$ cat src/rtl/snn_xor_eval_sequencer.sv
// snn_xor_eval_sequencer: replays buffered config onto the XOR spiking network, runs the four
// input patterns and reports a correctness score plus summed response time.
module snn_xor_eval_sequencer #(
   parameter int ADDR_WIDTH  = 3,
   parameter int CMD_WIDTH   = 3,
   parameter int FLOAT_WIDTH = 8,
   parameter int CFG_DEPTH   = 16,
   parameter int RUN_CYCLES  = 37,
   parameter int TIME_WIDTH  = 34
) (
   input  logic                   clk,
   input  logic                   rst,
   input  logic                   cfg_valid,
   output logic                   cfg_ready,
   input  logic [ADDR_WIDTH-1:0]  cfg_addr,
   input  logic [CMD_WIDTH-1:0]   cfg_cmd,
   input  logic [FLOAT_WIDTH-1:0] cfg_arg,
   input  logic                   cfg_flush,
   input  logic                   start,
   output logic [ADDR_WIDTH-1:0]  net_addr,
   output logic [CMD_WIDTH-1:0]   net_cmd,
   output logic [FLOAT_WIDTH-1:0] net_arg,
   output logic                   net_in1,
   output logic                   net_in2,
   input  logic                   net_out,
   input  logic [31:0]            net_out_time,
   output logic                   busy,
   output logic                   done,
   output logic [2:0]             score,
   output logic [TIME_WIDTH-1:0]  time_sum,
   output logic [3:0]             pattern_out
);
   localparam int CW = $clog2(CFG_DEPTH);
   localparam int RW = $clog2(RUN_CYCLES + 1);
   typedef enum logic [2:0] {IDLE, LOAD, CLEAR, RUN, SAMPLE, DONE} state_t;
   state_t                 state;
   logic [ADDR_WIDTH-1:0]  f_addr [CFG_DEPTH];
   logic [CMD_WIDTH-1:0]   f_cmd  [CFG_DEPTH];
   logic [FLOAT_WIDTH-1:0] f_arg  [CFG_DEPTH];
   logic [CW:0]            count;
   logic [CW-1:0]          idx;
   logic [RW-1:0]          run_cnt;
   logic [1:0]             pat;
   logic                   o;
   logic                   wr;
   assign cfg_ready = (state == IDLE) && (count != (CW+1)'(CFG_DEPTH));
   assign wr = cfg_valid && cfg_ready && !cfg_flush;
   assign o = (net_out === 1'b1);
   always_ff @(posedge clk)
      if (wr) begin
         f_addr[count[CW-1:0]] <= cfg_addr;
         f_cmd[count[CW-1:0]] <= cfg_cmd;
         f_arg[count[CW-1:0]] <= cfg_arg;
      end
   // Network-facing outputs are registered from the current state, so they trail it by one cycle.
   always_ff @(posedge clk or posedge rst)
      if (rst) begin
         state <= IDLE;
         count <= '0;
         idx <= '0;
         run_cnt <= '0;
         pat <= '0;
         net_addr <= '0;
         net_cmd <= CMD_WIDTH'(1);
         net_arg <= '0;
         net_in1 <= 1'b0;
         net_in2 <= 1'b0;
         busy <= 1'b0;
         done <= 1'b0;
         score <= '0;
         time_sum <= '0;
         pattern_out <= '0;
      end else begin
         busy <= state != IDLE;
         done <= state == DONE;
         net_addr <= state == LOAD ? f_addr[idx] : '0;
         net_arg <= state == LOAD ? f_arg[idx] : '0;
         net_cmd <= state == LOAD ? f_cmd[idx] : state == CLEAR ? CMD_WIDTH'(5) :
                    state == RUN ? '0 : CMD_WIDTH'(1);
         {net_in1, net_in2} <= (state == CLEAR || state == RUN || state == SAMPLE) ? pat : 2'b00;
         case (state)
            IDLE: begin
               count <= cfg_flush ? '0 : wr ? count + 1'b1 : count;
               if (start) begin
                  score <= '0;
                  time_sum <= '0;
                  pattern_out <= '0;
                  pat <= '0;
                  idx <= '0;
                  state <= count != '0 ? LOAD : CLEAR;
               end
            end
            LOAD: begin
               idx <= idx + 1'b1;
               if ({1'b0, idx} == count - 1'b1) state <= CLEAR;
            end
            CLEAR: begin
               run_cnt <= '0;
               state <= RUN;
            end
            RUN: begin
               run_cnt <= run_cnt + 1'b1;
               if (run_cnt == RW'(RUN_CYCLES - 1)) state <= SAMPLE;
            end
            SAMPLE: begin
               pattern_out[pat] <= o;
               time_sum <= time_sum + TIME_WIDTH'(net_out_time);
               if (o == (pat[1] ^ pat[0])) score <= score + 3'd1;
               pat <= pat + 2'd1;
               state <= pat == 2'd3 ? DONE : CLEAR;
            end
            DONE: state <= IDLE;
            default: state <= IDLE;
         endcase
      end
endmodule

$ cat config.mk
export PLATFORM = sky130hd
export DESIGN_NAME = snn_xor_eval_sequencer
export DESIGN_NICKNAME = d
export VERILOG_FILES = /design/src/rtl/snn_xor_eval_sequencer.sv
export SDC_FILE = /design/constraint.sdc
export NUM_CORES = 1
export LEC_CHECK = 0
export BUFFER_PORTS_ARGS = -buffer_cell sky130_fd_sc_hd__buf_2
export CORE_ASPECT_RATIO = 1.1
export CORE_UTILIZATION = 62
export DETAILED_ROUTE_END_ITERATION = 12
export GPL_ROUTABILITY_DRIVEN = 0
export PLACE_DENSITY = 0.87
export SYNTH_ARGS = -nofsm -noshare
export SYNTH_HDL_FRONTEND = slang
export SYNTH_SLANG_ARGS = --single-unit
$ cat constraint.sdc
create_clock -name clk -period 4.7 [get_ports clk]
set_input_delay 0.705 -clock clk [delete_from_list [all_inputs] [get_ports clk]]
set_output_delay 0.705 -clock clk [all_outputs]
set_load 0.02 [all_outputs]
# --- Word-level counts from Yosys, hierarchy flattened ---
# Memories as Yosys holds them, arrays and structs flattened.
# Cells that the tools add are included.
# W data, S select, Z words.
word_totals:
  out_inout_bits: 60
  input_bits: 52
  memories: 3
  ramBits: 224
  regBits: 79
  wordCells: 92
mem_list:
  columns: ["memory", "depth", "word_bits", "rd", "rd_clocked_by_memory_dff", "write_ports", "line_no", "source"]
  rows:
  - ["f_arg", 16, 8, 1, 0, 1, "39", "logic [FLOAT_WIDTH-1:0] f_arg [CFG_DEPTH];"]
  - ["f_addr", 16, 3, 1, 0, 1, "37", "logic [ADDR_WIDTH-1:0] f_addr [CFG_DEPTH];"]
  - ["f_cmd", 16, 3, 1, 0, 1, "38", "logic [CMD_WIDTH-1:0] f_cmd [CFG_DEPTH];"]
classes:
  order_cmp: 2
  n_eq_ne: 15
  bitwise: 1
  mux: 30
  reduce_logical: 19
  n_addsub: 7
op_table:
  columns: ["operator", "count"]
  rows:
  - ["$pmux W34 S2", 1]
  - ["$add A34 B32 Y34", 1]
  - ["$mux W34", 1]
  - ["$mux W3", 9]
  - ["$pmux W4 S2", 2]
  - ["$pmux W3 S5", 1]
  - ["$pmux W6 S2", 1]
  - ["$mux W5", 2]
  - ["$mux W8", 1]
  - ["$reduce_bool A2 Y1", 4]
  - ["$add A6 B1 Y6 const B", 1]
  - ["$eq A3 B2 Y1 const B", 2]
  - ["$eq A3 B3 Y1 const B", 2]
  - ["$eq A6 B6 Y1 const B", 1]
  - ["$mux W2", 3]
  - ["$ne A2 B1 Y1 const B", 3]
  - ["$pmux W3 S2", 1]
  - ["$reduce_and A2 Y1", 3]
  - ["$reduce_and A3 Y1", 2]
  - ["$add A5 B1 Y5 const B", 1]
  - ["$eq A4 B5 Y1", 1]
  - ["$ne A5 B5 Y1 const B", 1]
  - ["$reduce_bool A5 Y1", 1]
  - ["$sub A5 B1 Y5 const B", 1]
  - ["21 further kinds", 28]

# --- Logic depth before layout (Yosys ltp) ---
# Gate-level depths: netlist of run 1.
depth:
  word_depth: 6
  ltp_mapped: 11
  depth_no_buf: 11

# --- Worst setup path after synthesis of run 1 ---
# Ideal clock, no wire load.
synth_timing:
  path_kind: "register to register"
  startpoint: "reg state[0]"
  endpoint: "mem f_addr[2][0], enable pin"
  setup_ns: 0.403
  n_path_buf: 1
  stages_incl_launch_ff: 9
  path_slack_ns: 1.332
  period_less_slack_ns: 3.368
  t_required_ns: 4.297
  arrival_ns: 2.965
  cell_sequence: "dfrtp_1 > clkbuf_1 > nor3_1 > inv_1 > a31oi_1 > nand2_1 > nor2_2 > nand2_1 > nor3_1"
synth_via:
  elab_chain_cells: 6
synth_rtl:
  columns: ["element", "line_no", "source"]
  rows:
  - ["start, declared", "36", "state_t state;"]
  - ["start signal, assigned", "90", "state <= count != '0 ? LOAD : CLEAR;"]
  - ["start signal, assigned", "110", "state <= pat == 2'd3 ? DONE : CLEAR;"]
  - ["$logic_not A3 Y1", "46", "assign cfg_ready = (state == IDLE) && (count != (CW+1)'(CFG_DEPTH));"]
  - ["$logic_and A1 B1 Y1", "46", null]
  - ["net cfg_ready", "14", "output logic cfg_ready,"]
  - ["$logic_and A1 B1 Y1 (2 in a row)", "47", "assign wr = cfg_valid && cfg_ready && !cfg_flush;"]
  - ["$mux W1", "50", "if (wr) begin"]
  - ["$mux W1 (not written as such)", "51", "f_addr[count[CW-1:0]] <= cfg_addr;"]
  - ["end, declared", "37", null]
# The timed path passes the listed nets, and every way through them passes these cells.

# --- Final worst setup path of run 1 ---
layout_timing:
  startpoint: "reg state[0]"
  endpoint: "mem f_arg[13][6], enable pin"
layout_via:
  elab_chain_cells: 6
layout_rtl:
  columns: ["element", "line_no", "source"]
  rows:
  - ["$logic_not A3 Y1", "46", null]
  - ["$logic_and A1 B1 Y1", "46", null]
  - ["$logic_and A1 B1 Y1 (2 in a row)", "47", null]
  - ["$mux W1", "50", null]
  - ["$mux W1 (not written as such)", "53", "f_arg[count[CW-1:0]] <= cfg_arg;"]
  - ["end, declared", "39", null]
# No other way between the ends.

==> impl_metrics.env, run 1 <==
export IMPL_rr_worst_depth=8
export IMPL_synth_compound_area_share_pct=7.98
export IMPL_gr_total_overflow=0
export IMPL_track_usage_pct=28.8
export IMPL_slowest_stage="nor2_1"
export IMPL_synth_seq_area_share_pct=63.2
export IMPL_crit_path_start="state[0]$_DFFE_PP0P_"
export IMPL_skew_ns=0.0223
export IMPL_grt_pass1_vias=8650
export IMPL_synth_fp_nets=1023
export IMPL_async_flop_share_pct=26.1
export IMPL_via_per_inst=6.36
export IMPL_reg2reg_setup_slack_ns=1.43
export IMPL_hold_path_class="in2async"
export IMPL_power_density_nw_per_um2=592
export IMPL_setup_violations=0
export IMPL_critPathKind="reg2reg"
export IMPL_power_leakage_nw=5.90
export IMPL_synthMuxAreaShare_pct=11.9
export IMPL_synthesis_instances=925
export IMPL_die_h_um=158
export IMPL_final_common_cell="edfxtp_1"
export IMPL_ir_drop_v=0.000382
export IMPL_antenna_found_initial=1
export IMPL_num_io_pins=112
export IMPL_status="complete, no violations"
export IMPL_port_buffers=111
export IMPL_cts_sinks=303
export IMPL_syn_to_final_growth_pct=13.2
export IMPL_cap_violations=0
export IMPL_worst_path_largest_cell_delay_ns=0.63
export IMPL_max_slew_margin_pct=28.6
export IMPL_antennaDiodeCount=0
export IMPL_cts_max_level=1
export IMPL_synth_xor_area_share_pct=2.61
export IMPL_syn_avg_cell_area_sq_um=14.9
export IMPL_grt_max_degree=57
export IMPL_grt_pass1_wl_um=48000
export IMPL_worstPathCellList="nor3_1, inv_1, a31oi_1, nand2_1, nor2_2, nand2_1, nor2_1, buf_4"
export IMPL_rows=56
export IMPL_yosys_area_top_type="edfxtp_1"
export IMPL_totalPowerFinal_w=0.00923
export IMPL_core_sq_um=21600
export IMPL_ant_nets=0
export IMPL_synth_top_family_by_area="multiplexers"
export IMPL_synth_top_area_share_pct=48.8
export IMPL_period_share_pct=69.7
export IMPL_synthAdderAreaFrac_pct=4.23
export IMPL_synth_edff_count=224
export IMPL_dieArea_sq_um=22800
export IMPL_max_freq_mhz=305
export IMPL_syn_cell_area_sq_um=13800
export IMPL_slew_viol_final=0
export IMPL_dr_pass1_iters=5
export IMPL_final_cell_mix="edfxtp_1 (224), buf_2 (111), dfrtp_1 (76)"
export IMPL_r2r_end="f_arg[13][6]$_DFFE_PP_"
export IMPL_start_util_pct=63.8
export IMPL_vias=8586
export IMPL_cts_tree="built"
export IMPL_dp_hpwl_um=19400
export IMPL_cp_start_kind="flip-flop"
export IMPL_wl_per_cell_um=23.7
export IMPL_finalSetupTns_ns=0
export IMPL_crit_required_ns=4.95
export IMPL_synth_area_leaders="edfxtp_1 (49%), dfrtp_1 (14%), mux4_2 (11%)"
export IMPL_first_iter_violations=595
export IMPL_setup_worst_path_end_class="flip-flop"
export IMPL_rsz0062_at_grt="false"
export IMPL_layout_min_cycle_time_ns=3.27
export IMPL_drt_wl_total_um=32000
export IMPL_die_w_um=144
export IMPL_root_buffer="clkbuf_16"
export IMPL_synth_cell_type_count=73
export IMPL_ys_seq_elements=303
export IMPL_post_route_drc_count=0
export IMPL_crit_path_frequent_cell="nand2_1"
export IMPL_drive_above_1_share_pct=25.8
export IMPL_cts_path_max_buffers=3
export IMPL_max_slew_worst_pin_slew_ns=1.07
export IMPL_path_clk_slew_ns=0.06
export IMPL_cts_buffers=29
export IMPL_hold_viol=0
export IMPL_hold_buffers=0
export IMPL_cts_resized=0
export IMPL_synth_simple_gate_area_share_pct=7.62
export IMPL_cts_setup_buffers=0
export IMPL_r2r_start="state[0]$_DFFE_PP0P_"
export IMPL_cp_arrival_ns=3.53
export IMPL_clkLatencyLatePin_ns=0.57
export IMPL_crit_fanout=11
export IMPL_yosysWarningCount=0
export IMPL_endpoint="f_arg[13][6]$_DFFE_PP_"
export IMPL_synthFlopType="edfxtp_1"
export IMPL_nNetsFinal=1136
per-layer routing:
metal / GRT usage, % / part of all wire, % / vias up
met5: 0 / 0.041 / -
met2: 49.5 / 50 / 431
met3: 4.99 / 7.6 / 110
met1: 35.9 / 38 / 4260
met4: 12.7 / 4.0 / 2
li1: - / - / 3783
cells in the mapped netlist (all sizes together), types with 17 or more instances:
cell,instances
a21oi,41
buf,17
clkbuf,33
dfrtp,78
edfxtp,224
ha,45
inv,20
mux4,70
nand2,70
nand3,39
nor2,41
nor2b,19
o21ai,67
xnor2,25
worst max-delay path, delay by kind of cell (launching register included):
kind            cells  cell delay, ns
simple gates        5            1.68
buf+inv             2            0.50
flops               1            0.49
compound gates      1            0.29
worst min path at each step:
stage	end	slack, ns	start
2_1_floorplan	run_cnt[4]$_DFFE_PP0P_	0.47	run_cnt[4]$_DFFE_PP0P_
3_5_place_dp	pattern_out[2]$_DFFE_PP0P_	0.48	pattern_out[2]$_DFFE_PP0P_
6_report	time_sum[29]$_DFFE_PP0P_	0.28	rst
3_3_place_gp	pattern_out[2]$_DFFE_PP0P_	0.47	pattern_out[2]$_DFFE_PP0P_
5_1_grt	time_sum[1]$_DFFE_PP0P_	0.33	rst
4_1_cts	idx[2]$_DFFE_PP0P_	0.30	rst
report_power, final:
part / total, W / switching (W) / internal [W]
Combinational: 0.00326 / 0.00180 / 0.00146
Clock: 0.00240 / 0.00100 / 0.00140
Sequential: 0.00357 / 0.000418 / 0.00315
registers in the layout (all words and copies together) (netlist names):
signal and cells:
f_arg 128, f_addr 48, f_cmd 48, time_sum 34
net_arg 8, run_cnt 6, count 5, idx 4
pattern_out 4, net_addr 3, net_cmd 3, score 3
state 3, pat 2, busy 1, done 1
net_in1 1, net_in2 1
area by class of cell:
cell class                 count  area (sq um)
clock buffer                  39           783
clock inverter                14           195
fill                        1372          5990
inverter                      21          80.1
multi-input combinational    551          4740
sequential                   303          8710
tap                          290           363
timing repair buffer         132           713
kinds of logic (layout without fill, tap and decap cells):
| logic type | Yosys count | count (layout) |
|---|---|---|
| XOR/XNOR | 41 | 41 |
| flip-flops | 303 | 303 |
| AO/OA/AOI/OAI | 172 | 172 |
| multiplexers | 76 | 76 |
| adder cells (fa/ha/maj) | 46 | 46 |
| AND/OR/NAND/NOR | 216 | 216 |
| buffers and inverters | 71 | 206 |
metrics by stage:
step / area, sq um / utilization, % / std cells / hold slack [ns] / setup slack, ns
after floorplan: 13800 / - / 925 / 0.469 / 1.33
after global placement: 14600 / 67.7 / 1297 / 0.471 / 1.72
after detailed placement: 14600 / 67.7 / 1297 / 0.475 / 1.58
after CTS: 15600 / 72.2 / 1350 / 0.297 / 1.43
after global routing: 15600 / 72.2 / 1350 / 0.333 / 1.24
final: 15600 / 72.2 / 1350 / 0.279 / 1.43
(Power assumes the default switching activity.)
==> run 2, diff against run 1 <==
- CORE_UTILIZATION: 62 -> 60
- PLACE_DENSITY: 0.87 -> 0.85
- clock period: 4.7 -> 3.3 ns (I/O delays scaled with it)
==> run 2 against run 1 <==
Compared with the run above:
- via count decreased by 1.2%
- non-clock buffer count increased by 16
- combinational power increased by 46%
- hold slack got worse by 0.12 ns
- clock skew decreased by 0.011 ns
- count of clock-buffer cells in the layout decreased by 7
- global-route usage decreased by 2.5 points
- critical path depth increased by 1
- cell count increased by 1.6%
- sequential cell count unchanged
- sequential share of layout area decreased by 0.63 points
- sequential power increased by 39%
- largest cell class unchanged
- highest routed layer unchanged
==> impl_metrics.env, run 2 (synthesis results as in run 1) <==
export IMPL_nNetsFinal=1152
export IMPL_skew_ns=0.0117
export IMPL_path_buf_inv=0
export IMPL_drt_wl_total_um=30000
export IMPL_power_density_nw_per_um2=839
export IMPL_hold_viol=0
export IMPL_clkLatencyLatePin_ns=0.54
export IMPL_switchingPower_w=0.00454
export IMPL_largest_reg_flops=128
export IMPL_reg2reg_setup_slack_ns=0.48
export IMPL_core_sq_um=22300
export IMPL_p_seq_share_pct=37.5
export IMPL_grt_pass1_vias=8738
export IMPL_first_iter_violations=636
export IMPL_cts_path_max_buffers=3
export IMPL_power_leakage_nw=6.02
export IMPL_crit_fanout=9
export IMPL_ant_nets=0
export IMPL_crit_path_start="time_sum[15]$_DFFE_PP0P_"
export IMPL_rows=57
export IMPL_cts_sinks=303
export IMPL_cts_tree="built"
export IMPL_dp_hpwl_um=19200
export IMPL_vias=8482
export IMPL_endpoint="time_sum[30]$_DFFE_PP0P_"
export IMPL_antenna_found_initial=1
export IMPL_antennaDiodeCount=0
export IMPL_cts_max_level=1
export IMPL_via_per_inst=6.19
export IMPL_swShare_pct=34.3
export IMPL_period_share_pct=85.4
export IMPL_grt_pass1_wl_um=47400
export IMPL_hold_path_class="in2async"
export IMPL_slowest_stage="or4_1"
export IMPL_critPathKind="reg2reg"
export IMPL_crit_required_ns=3.71
export IMPL_worst_path_stages=9
export IMPL_worstPathCellList="ha_1, a211oi_2, o211ai_1, o2111ai_1, a311oi_1, or4_1, o22ai_1, mux2i_1, o21ai_1"
export IMPL_final_common_cell="edfxtp_1"
export IMPL_num_io_pins=112
export IMPL_r2r_start="time_sum[15]$_DFFE_PP0P_"
export IMPL_cap_violations=0
export IMPL_setup_violations=0
export IMPL_max_slew_margin_pct=29.2
export IMPL_p_clk_share_pct=26.5
export IMPL_drive_above_1_share_pct=27.9
export IMPL_ir_drop_v=0.000492
export IMPL_fillCellCount=1450
export IMPL_status="complete, no violations"
export IMPL_layout_min_cycle_time_ns=2.82
export IMPL_post_route_drc_count=0
export IMPL_r2r_end="time_sum[30]$_DFFE_PP0P_"
export IMPL_syn_to_final_growth_pct=14.5
export IMPL_dr_pass1_iters=5
export IMPL_cp_arrival_ns=3.23
export IMPL_rr_worst_depth=9
export IMPL_start_util_pct=61.7
export IMPL_die_h_um=161
export IMPL_worst_path_largest_cell_delay_ns=0.50
export IMPL_cts_buffers=29
export IMPL_setup_worst_path_end_class="flip-flop"
export IMPL_final_cell_mix="edfxtp_1 (224), buf_2 (111), dfrtp_1 (76)"
export IMPL_hold_buffers=0
export IMPL_path_clk_slew_ns=0.07
export IMPL_cts_resized=0
export IMPL_totalPowerFinal_w=0.0132
export IMPL_track_usage_pct=26.3
export IMPL_cp_top_family="compound AO/OA/AOI/OAI gates"
export IMPL_p_comb_share_pct=36.0
export IMPL_max_freq_mhz=355
export IMPL_slew_viol_final=0
export IMPL_die_w_um=146
export IMPL_fin_util_pct=70.6
export IMPL_max_slew_worst_pin_slew_ns=1.06
export IMPL_rsz0062_at_grt="false"
export IMPL_cp_start_kind="flip-flop"
export IMPL_grt_max_degree=54
export IMPL_root_buffer="clkbuf_16"
export IMPL_p_int_w=0.00868
export IMPL_cts_setup_buffers=0
export IMPL_wl_per_cell_um=21.9
export IMPL_gr_total_overflow=0
export IMPL_port_buffers=111
export IMPL_finalSetupTns_ns=0
export IMPL_dieArea_sq_um=23600
==> run 2: changes by cell type in the layout (fill, tap and decap cells not counted), sizes merged <==
cell      previous run  this run
clkbuf              39        32
bufinv               4         5
clkinvlp             3         2
inv                 21        22
clkinv               7        13
buf                132       148
==> run 2: worst min-delay path by stage <==
stage,to,from,cells past startpoint,slack [ns]
finish,time_sum[26]$_DFFE_PP0P_,rst,2,0.16
global route,time_sum[24]$_DFFE_PP0P_,rst,2,0.22
CTS,time_sum[26]$_DFFE_PP0P_,rst,2,0.19
detailed placement,pattern_out[1]$_DFFE_PP0P_,pattern_out[1]$_DFFE_PP0P_,1,0.48
global placement,pattern_out[1]$_DFFE_PP0P_,pattern_out[1]$_DFFE_PP0P_,1,0.47
floorplan,run_cnt[4]$_DFFE_PP0P_,run_cnt[4]$_DFFE_PP0P_,1,0.47
==> run 2: metrics by stage <==
stage | instance area [sq um] | setup slack (ns) | hold slack (ns) | instances
after detailed placement | 14700 | 0.449 | 0.477 | 1318
after CTS | 15800 | 0.609 | 0.187 | 1371
after global placement | 14700 | 0.498 | 0.469 | 1318
final | 15800 | 0.481 | 0.158 | 1371
after floorplan | 13800 | 0.304 | 0.469 | 925
after global routing | 15800 | 0.400 | 0.216 | 1371
==> run 2: power groups by stage <==
stage,Clock [W],Combinational [W],Sequential [W]
after floorplan,0,0.00346,0.00512
after global placement,0,0.00461,0.00501
after detailed placement,0,0.00471,0.00503
after CTS,0.00354,0.00475,0.00496
after global routing,0.00369,0.00520,0.00502
final,0.00350,0.00476,0.00496
==> run 2: final cells by class <==
type	instances	area [sq um]	share of cell area, %
repair buffers	148	846	5.36
flip-flops and latches	303	8710	55.2
inverters	21	80.1	0.508
multi-input cells	551	4740	30.1
clock inverters	21	260	1.65
well taps	295	369	2.34
clock buffers	32	757	4.80
==> run 2: worst reg2reg max path, stage by stage (launching register included) <==
cell and delay [ns]:
dfrtp_1 0.42, ha_1 0.42, a211oi_2 0.30, o211ai_1 0.16, o2111ai_1 0.19, a311oi_1 0.20
or4_1 0.50, o22ai_1 0.21, mux2i_1 0.21, o21ai_1 0.07
==> run 2: per-layer routing <==
layer | vias to the layer above | wire length, um | share of wire [%] | track usage, %
met4 | 2 | 988 | 3.3 | 10.0
met1 | 4188 | 11700 | 39 | 33.8
met5 | - | 13 | 0.043 | 0
li1 | 3815 | - | - | -
met2 | 393 | 15200 | 51 | 45.8
met3 | 84 | 2130 | 7.1 | 3.47
